$ cat config.mk
export PLATFORM = sky130hd
export DESIGN_NAME = button_reader
export DESIGN_NICKNAME = d
export VERILOG_FILES = /design/src/rtl/button_reader.sv
export SDC_FILE = /design/constraint.sdc
export NUM_CORES = 1
export LEC_CHECK = 0
export BUFFER_PORTS_ARGS = -buffer_cell sky130_fd_sc_hd__buf_2
export CAP_MARGIN = 25
export CORE_ASPECT_RATIO = 1.2
export CORE_MARGIN = 2
export CORE_UTILIZATION = 50
export DETAILED_ROUTE_END_ITERATION = 7
export MAX_ROUTING_LAYER = met4
export PLACE_DENSITY = 0.67
export SETUP_SLACK_MARGIN = 0.5
export SLEW_MARGIN = 5
export SYNTH_ARGS = -nofsm -noshare
export SYNTH_HDL_FRONTEND = slang
export SYNTH_SLANG_ARGS = --single-unit
export TNS_END_PERCENT = 50
$ cat constraint.sdc
create_clock -name Clock -period 2.85 [get_ports Clock]
set_input_delay 0.285 -clock Clock [delete_from_list [all_inputs] [get_ports Clock]]
set_output_delay 0.285 -clock Clock [all_outputs]
set_load 0.05 [all_outputs]
$ cat src/rtl/button_reader.sv
// Debounced pushbutton reader: level, press/release/long/repeat strobes, press count.
// Latency: raw edge to Pressed/Press_pulse is D+2 clocks; long at +L, repeats at +L+k*R.
// No backpressure: events are single-cycle strobes. Auto-repeat built only with BUTTON_REPEAT_EN.
module button_reader #(
    parameter int CLOCK_FREQUENCY = 27000000,
    parameter int DEBOUNCE_MS     = 10,
    parameter int LONG_PRESS_MS   = 1000,
    parameter int REPEAT_MS       = 200,
    parameter bit ACTIVE_LOW      = 1'b1
) (
    input  logic       Clock,
    input  logic       Reset_n,
    input  logic       Button_raw,
    output logic       Pressed,
    output logic       Press_pulse,
    output logic       Release_pulse,
    output logic       Long_pulse,
    output logic       Repeat_pulse,
    output logic [7:0] Press_count
);

    localparam int D  = (CLOCK_FREQUENCY / 1000) * DEBOUNCE_MS;
    localparam int L  = (CLOCK_FREQUENCY / 1000) * LONG_PRESS_MS;
    localparam int DW = $clog2(D + 1);
    localparam int HW = $clog2(L);

    typedef enum logic [1:0] {
        IDLE = 2'd0,
        HELD = 2'd1,
        LONG = 2'd2
    } state_t;

    state_t          state, state_nxt;
    logic            pin_level;
    logic            sync_meta, sync_lvl;
    logic [DW-1:0]   db_cnt;
    logic            db_differ, db_done;
    logic            accept_press, accept_release;
    logic [HW-1:0]   hold_cnt, hold_nxt;
    logic            pressed_nxt;
    logic            press_nxt, release_nxt, long_nxt;
    logic [7:0]      count_nxt;

    // Normalise so that 1 always means pressed; reset value is the released level.
    assign pin_level = ACTIVE_LOW ? ~Button_raw : Button_raw;

    always_ff @(posedge Clock or negedge Reset_n) begin
        if (!Reset_n) begin
            sync_meta <= 1'b0;
            sync_lvl  <= 1'b0;
        end else begin
            sync_meta <= pin_level;
            sync_lvl  <= sync_meta;
        end
    end

    // Any cycle matching the accepted level restarts the count, so bounce never accumulates.
    assign db_differ      = (sync_lvl != Pressed);
    assign db_done        = db_differ && (db_cnt == DW'(D - 1));
    assign accept_press   = db_done && !Pressed;
    assign accept_release = db_done && Pressed;

    always_ff @(posedge Clock or negedge Reset_n) begin
        if (!Reset_n) begin
            db_cnt <= '0;
        end else if (!db_differ || db_done) begin
            db_cnt <= '0;
        end else begin
            db_cnt <= db_cnt + DW'(1);
        end
    end

`ifdef BUTTON_REPEAT_EN
    localparam int R  = (CLOCK_FREQUENCY / 1000) * REPEAT_MS;
    localparam int RW = (R > 1) ? $clog2(R) : 1;

    logic [RW-1:0] rep_cnt, rep_nxt;
    logic          repeat_nxt;

    always_ff @(posedge Clock or negedge Reset_n) begin
        if (!Reset_n) begin
            rep_cnt      <= '0;
            Repeat_pulse <= 1'b0;
        end else begin
            rep_cnt      <= rep_nxt;
            Repeat_pulse <= repeat_nxt;
        end
    end
`else
    assign Repeat_pulse = 1'b0;
`endif

    always_ff @(posedge Clock or negedge Reset_n) begin
        if (!Reset_n) begin
            state         <= IDLE;
            hold_cnt      <= '0;
            Pressed       <= 1'b0;
            Press_pulse   <= 1'b0;
            Release_pulse <= 1'b0;
            Long_pulse    <= 1'b0;
            Press_count   <= 8'd0;
        end else begin
            state         <= state_nxt;
            hold_cnt      <= hold_nxt;
            Pressed       <= pressed_nxt;
            Press_pulse   <= press_nxt;
            Release_pulse <= release_nxt;
            Long_pulse    <= long_nxt;
            Press_count   <= count_nxt;
        end
    end

    always_comb begin
        state_nxt   = state;
        hold_nxt    = hold_cnt;
        pressed_nxt = Pressed;
        press_nxt   = 1'b0;
        release_nxt = 1'b0;
        long_nxt    = 1'b0;
        count_nxt   = Press_count;
`ifdef BUTTON_REPEAT_EN
        rep_nxt     = rep_cnt;
        repeat_nxt  = 1'b0;
`endif
        case (state)
            IDLE: begin
                if (accept_press) begin
                    state_nxt   = HELD;
                    pressed_nxt = 1'b1;
                    press_nxt   = 1'b1;
                    count_nxt   = Press_count + 8'd1;
                    hold_nxt    = '0;
                end
            end
            HELD: begin
                // Release takes priority over a coincident long-press expiry.
                if (accept_release) begin
                    state_nxt   = IDLE;
                    pressed_nxt = 1'b0;
                    release_nxt = 1'b1;
                    hold_nxt    = '0;
                end else if (hold_cnt == HW'(L - 1)) begin
                    state_nxt = LONG;
                    long_nxt  = 1'b1;
                    hold_nxt  = '0;
`ifdef BUTTON_REPEAT_EN
                    rep_nxt   = '0;
`endif
                end else begin
                    hold_nxt = hold_cnt + HW'(1);
                end
            end
            LONG: begin
                if (accept_release) begin
                    state_nxt   = IDLE;
                    pressed_nxt = 1'b0;
                    release_nxt = 1'b1;
                    hold_nxt    = '0;
`ifdef BUTTON_REPEAT_EN
                    rep_nxt     = '0;
`endif
                end else begin
`ifdef BUTTON_REPEAT_EN
                    if (rep_cnt == RW'(R - 1)) begin
                        rep_nxt    = '0;
                        repeat_nxt = 1'b1;
                    end else begin
                        rep_nxt = rep_cnt + RW'(1);
                    end
`endif
                end
            end
            default: begin
                state_nxt   = IDLE;
                pressed_nxt = 1'b0;
                hold_nxt    = '0;
            end
        endcase
    end

endmodule

After elaboration in Yosys (flattened, before gate mapping) --
Cells that the tools add are included.
Cells by class: add/subtract/negate cells 3, eq/ne operators 9, multiplexer cells 21, bitwise logic cells 1, reductions and logical operators 12
Operators with widths (count):
- $mux W25 | 4
- $pmux W25 S3 | 1
- $add A25 B1 Y25 const B | 1
- $eq A25 B25 Y1 const B | 1
- $add A19 B1 Y19 const B | 1
- $eq A19 B19 Y1 const B | 1
- $mux W19 | 1
- $mux W1 | 9
- $add A8 B1 Y8 const B | 1
- $mux W2 | 4
- $pmux W2 S3 | 1
- $reduce_and A2 Y1 | 3
- $ne A2 B2 Y1 const B | 2
- $logic_and A1 B1 Y1 | 3
- $ne A3 B3 Y1 const B | 1
- $reduce_and A3 Y1 | 1
- $eq A2 B1 Y1 const B | 1
- $eq A2 B2 Y1 const B | 1
- $logic_not A1 Y1 | 2
- $logic_not A2 Y1 | 1
- $ne A2 B1 Y1 const B | 1
- $pmux W1 S2 | 1
- $reduce_or A2 Y1 | 1
- $logic_or A1 B1 Y1 | 1
- 2 further kinds | 2
Word-level totals: bits in registers 60, output and inout port bits 13

Logic depth before layout (Yosys ltp) --
depth in word-level cells 5, gate-level depth with buffers 9, depth with buffers taken out 7

Worst setup path after synthesis --
OpenSTA, ideal clock, no wires.
kind flip-flop to flip-flop, start point register db_cnt[0], end point register hold_cnt[19], setup time 83 ps, data arrival time 2270 ps, data required time 2767 ps, slack 497 ps, cell stages (with the launch flop) 9, buffers on the path 1, period minus slack after synthesis 2353 ps, cells stage by stage dfrtp_1 > ha_1 > and4_1 > nand2_1 > or4_1 > and2_4 > buf_6 > or4_1 > o21ai_0
Between the ends: word-level cells in the longest chain between the ends 5, elaborated cells between the ends (all ways) 9, those cells by class 3 x eq/ne; 2 x mux; 4 x reduce/logical
Ends and longest elaborated chain:
- start, declared | line 36 | logic [DW-1:0] db_cnt;
- start signal, assigned | line 69 | db_cnt <= db_cnt + DW'(1);
- $eq A19 B19 Y1 (*) | line 59 | assign db_done = db_differ && (db_cnt == DW'(D - 1));
- $logic_and A1 B1 Y1 (*) | line 59
- $logic_and A1 B1 Y1 (on tied branches) | line 61, 60
- $mux W25 or $ne A2 B2 Y1 (tied branches)
- $pmux W25 S3 or $reduce_and A2 Y1 (tied branches)
- end signal, assigned | line 104 | hold_cnt <= hold_nxt;
- end, declared | line 39 | logic [HW-1:0] hold_cnt, hold_nxt;
Mark *: on every way between the ends. The rest lies on a longest branch, timed or not. A chain may end at the register's enable or synchronous reset.

Final worst setup path --
start point register db_cnt[6], end point register hold_cnt[20]
The elaborated chain is that of the path after synthesis.

==> impl_results.md <==
- Crit-path max cell delay: 0.47 ns
- Hold path endpoint: sync_meta$_DFF_PN0_
- Clock buffer depth: 2
- First-pass iteration count of the detailed router: 4
- Synth Flop Type: dfrtp_1
- Routed wire per std cell: about 16 µm
- Worst-path clk slew: about 0.06 ns
- Post-Syn Nets: 336
- Final instance area: around 0.0037 mm²
- Clock Skew: 0.00553 ns
- Post-synth cell types: 47
- Post-synth EDFFs: 0
- Top cell type's share of synthesized area: 48.0%
- Least-Margin Pin Slew: ~0.60 ns
- Outcome: finished clean
- Most frequent cells in the layout: 58 x dfrtp_1, 29 x nor2_1, 29 x nand2_1, 22 x o21ai_0, 20 x nand3_1
- Starting density of the core: between 50% and 60%
- Clock sink count: 60
- Gr usage total: between 20 and 25%
- Placement Cell Area: 0.00329 mm²
- Sequential fraction of the synthesis area: 48.0%
- Port Buf Inserts: 14
- Required @ worst endpoint: 3.06 ns
- Reg-to-reg endpoint: hold_cnt[20]$_DFFE_PN0P_
- Adder-cell share of the synthesized area: 2.40%
- Insertion delay to the later sink of the worst-skew pair: ~0.35 ns
- Finished Layout Cells: approximately 440
- Overall Power: 1.88 mW
- Io pins: 16
- Reg2reg start: db_cnt[6]$_DFF_PN0_
- Number of global-route vias before repair: approximately 2500
- Kind of critical path: reg2reg
- Synthesized area: 0.00313 mm²
- Initial antenna violation count: 0
- Vias: 2582
- Iter 0 DRT Violations: 284
- Hold Path Stages: 2
- Maximum vdd drop: 305 µV
- Yosys warns: 0
- Period utilization: between 80% and 90%
- CP startpoint kind: register
- First-pass GRT wire length: between 10000 and 15000 µm
- Hold Violations, Final: 0
- Simple-Gate Fraction of Synth Area: 27.1%
- Crit path DAT: 2.56 ns
- Reg2reg path depth: 7
- Die Ht: 90.7 µm
- Asr flop ratio synth: between 90% and 100%
- Min-Delay Path Class: in2reg
- Ratio of cells with drive above 1 in the final layout: 18.2%
- Count of pins over their slew limit: 0
- Chip width: 76.2 µm
- CTS Buf Count: 9
- CP max-delay cell: dfrtp_2
- Fillers: 536
- Syn-to-layout area delta: 18.1%
- CP Cell Sequence: nor4bb_4 > nand4_1 > or4_4 > and2_4 > buf_4 > a22oi_1 > o41ai_2
- Final Wtd Congestion: 0.871
- Detailed placement HPWL: 4270 µm
- Hold Crit Start: Button_raw
- Total wire length: 6970 µm
- Top cells by area, synth: dfrtp_1 48%, o21ai_0 3.8%, nand2_1 3.7%, xor2_1 3.6%, nor2_1 3.6%
- Nets@finish: 366
- Synthesized instance count: 327
- Post-synthesis area per instance: 9.57 µm²
- Root buf cell: clkbuf_8
- Synth Area in Compound Gates: between 10% and 20%
- Via density: 5.82
- R2r setup slk: 0.50 ns
- Die area: 0.00691 mm²
- Max-cap check violation count: 0
- Crit end category: register
- Leak: 1.60 nW
- Largest net degree at the start of global routing: 42
- Most common cell after layout, fill and taps aside: dfrtp_1
- Total grt overflow: 0
- Max FO, Critical Path: 7
- Post-synthesis register bit count: 60
- Max Fclk: approximately 430 MHz
- Placed insts: 418
- Routed Antenna Nets: 0
- Main combinational cell family by area after synthesis: simple AND/OR/NAND/NOR gates
- Mux cell area share after synthesis: 0.360%
- Remaining DRCs: 0
- Ant diodes: 0
- Final setup viols: 0
- Pwr Density: just over 500 mW/mm²
- RSZ-0062 raised after global routing: true
- Min cycle time layout: 2.35 ns
- Clock H-tree levels: 3
- Rows: 31
- Core area: 0.00605 mm²
- Cell taking the most area after synthesis: dfrtp_1
- CTS tree: done
- Post-Synth XOR/XNOR Area: 6.71%
- Slew headroom: 60.1%
[metrics by stage]
stage	worst slack (ns)	TNS, ns	utilization [%]	hold slack [ns]
6_report	0.503	0	61.1	0.0720
5_1_grt	0.450	0	61.1	0.0640
4_1_cts	0.511	0	59.9	0.0602
3_5_place_dp	-0.0701	-0.150	54.3	0.268
3_3_place_gp	0.0192	0	54.3	0.265
2_1_floorplan	0.508	0	-	-0.0106
[cell type report]
| type | count | area, µm² | area share [%] |
|---|---|---|---|
| clock buffers | 12 | 155 | 4.20 |
| flip-flops and latches | 60 | 1500 | 40.7 |
| multi-input cells | 248 | 1610 | 43.7 |
| repair buffers | 30 | 196 | 5.31 |
| clock inverters | 4 | 95.1 | 2.57 |
| well taps | 82 | 103 | 2.77 |
| inverters | 8 | 30.0 | 0.812 |
[cell usage after synthesis, types with 2 or more instances]
master    instances
nor2_1           30
nand2b_1          5
and3_1            8
nor4_1            6
nand4b_1          2
nand3_1          20
and2_1            3
a22o_1            3
a21oi_1           4
a21o_1            3
nand2_1          31
buf_6             3
and4_1            4
o21ai_0          24
nor2b_1           3
xor2_1           13
or2_2             2
o311ai_0          2
nor4b_1           4
or4_1             4
a211oi_1          3
nor4bb_1          2
xnor2_1          11
o31ai_1          10
dfrtp_1          60
ha_1              6
clkbuf_1          6
nand4_1          14
nor3_1           13
a31oi_1           2
nor3b_1           3
inv_1             8
[routing by layer]
metal	global-route usage (%)	routed length [µm]	up-vias
met5	-	0	-
met4	11.4	179	0
met3	3.60	231	12
met2	36.0	3450	56
met1	26.8	3100	1260
li1	-	-	1254
[power by group]
| group | internal, mW | switching [mW] | total (mW) |
|---|---|---|---|
| clock | 0.628 | 0.347 | 0.975 |
| sequential | 0.856 | 0.00516 | 0.861 |
| combinational | 0.0100 | 0.0288 | 0.0388 |
| total | 1.49 | 0.381 | 1.88 |
[cell families after synthesis]
kind of cell	count (synthesis)
flip-flops	60
multiplexers	1
AND/OR/NAND/NOR	158
AO/OA/AOI/OAI	57
buffers and inverters	20
adder cells (fa/ha/maj)	6
other	1
XOR/XNOR	24
[worst max path at each step]
stage,endpoint,start
after floorplan,hold_cnt[19]$_DFFE_PN0P_,Pressed$_DFFE_PN0P_
after global placement,hold_cnt[8]$_DFFE_PN0P_,hold_cnt[0]$_DFFE_PN0P_
after detailed placement,hold_cnt[20]$_DFFE_PN0P_,hold_cnt[0]$_DFFE_PN0P_
after CTS,hold_cnt[17]$_DFFE_PN0P_,db_cnt[1]$_DFF_PN0_
after global routing,hold_cnt[12]$_DFFE_PN0P_,db_cnt[6]$_DFF_PN0_
final,hold_cnt[20]$_DFFE_PN0P_,db_cnt[6]$_DFF_PN0_
[state kept, by name, summed over array words and instances (netlist names)]
register and cells:
hold_cnt 25, db_cnt 19, Press_count 8, state 2, Long_pulse 1, Press_pulse 1
Pressed 1, Release_pulse 1, sync_lvl 1, sync_meta 1
[what timing repair did]
action,4_1_cts,5_1_grt
hold endpoints to repair,19,0
endpoints found under the setup margin,24,26
cloned,1,0
hold buffers,1,0
setup buffers,5,3
pin swaps,1,4
gates resized for setup,8,15
[critical path, delay by kind of cell (launching register included)]
kind	cells	cell delay, ns
flip-flops	1	0.47
buffers and inverters	1	0.14
AO/OA/AOI/OAI	2	0.43
AND/OR/NAND/NOR	4	1.17
Note: power is estimated with default switching activity, not from simulation.
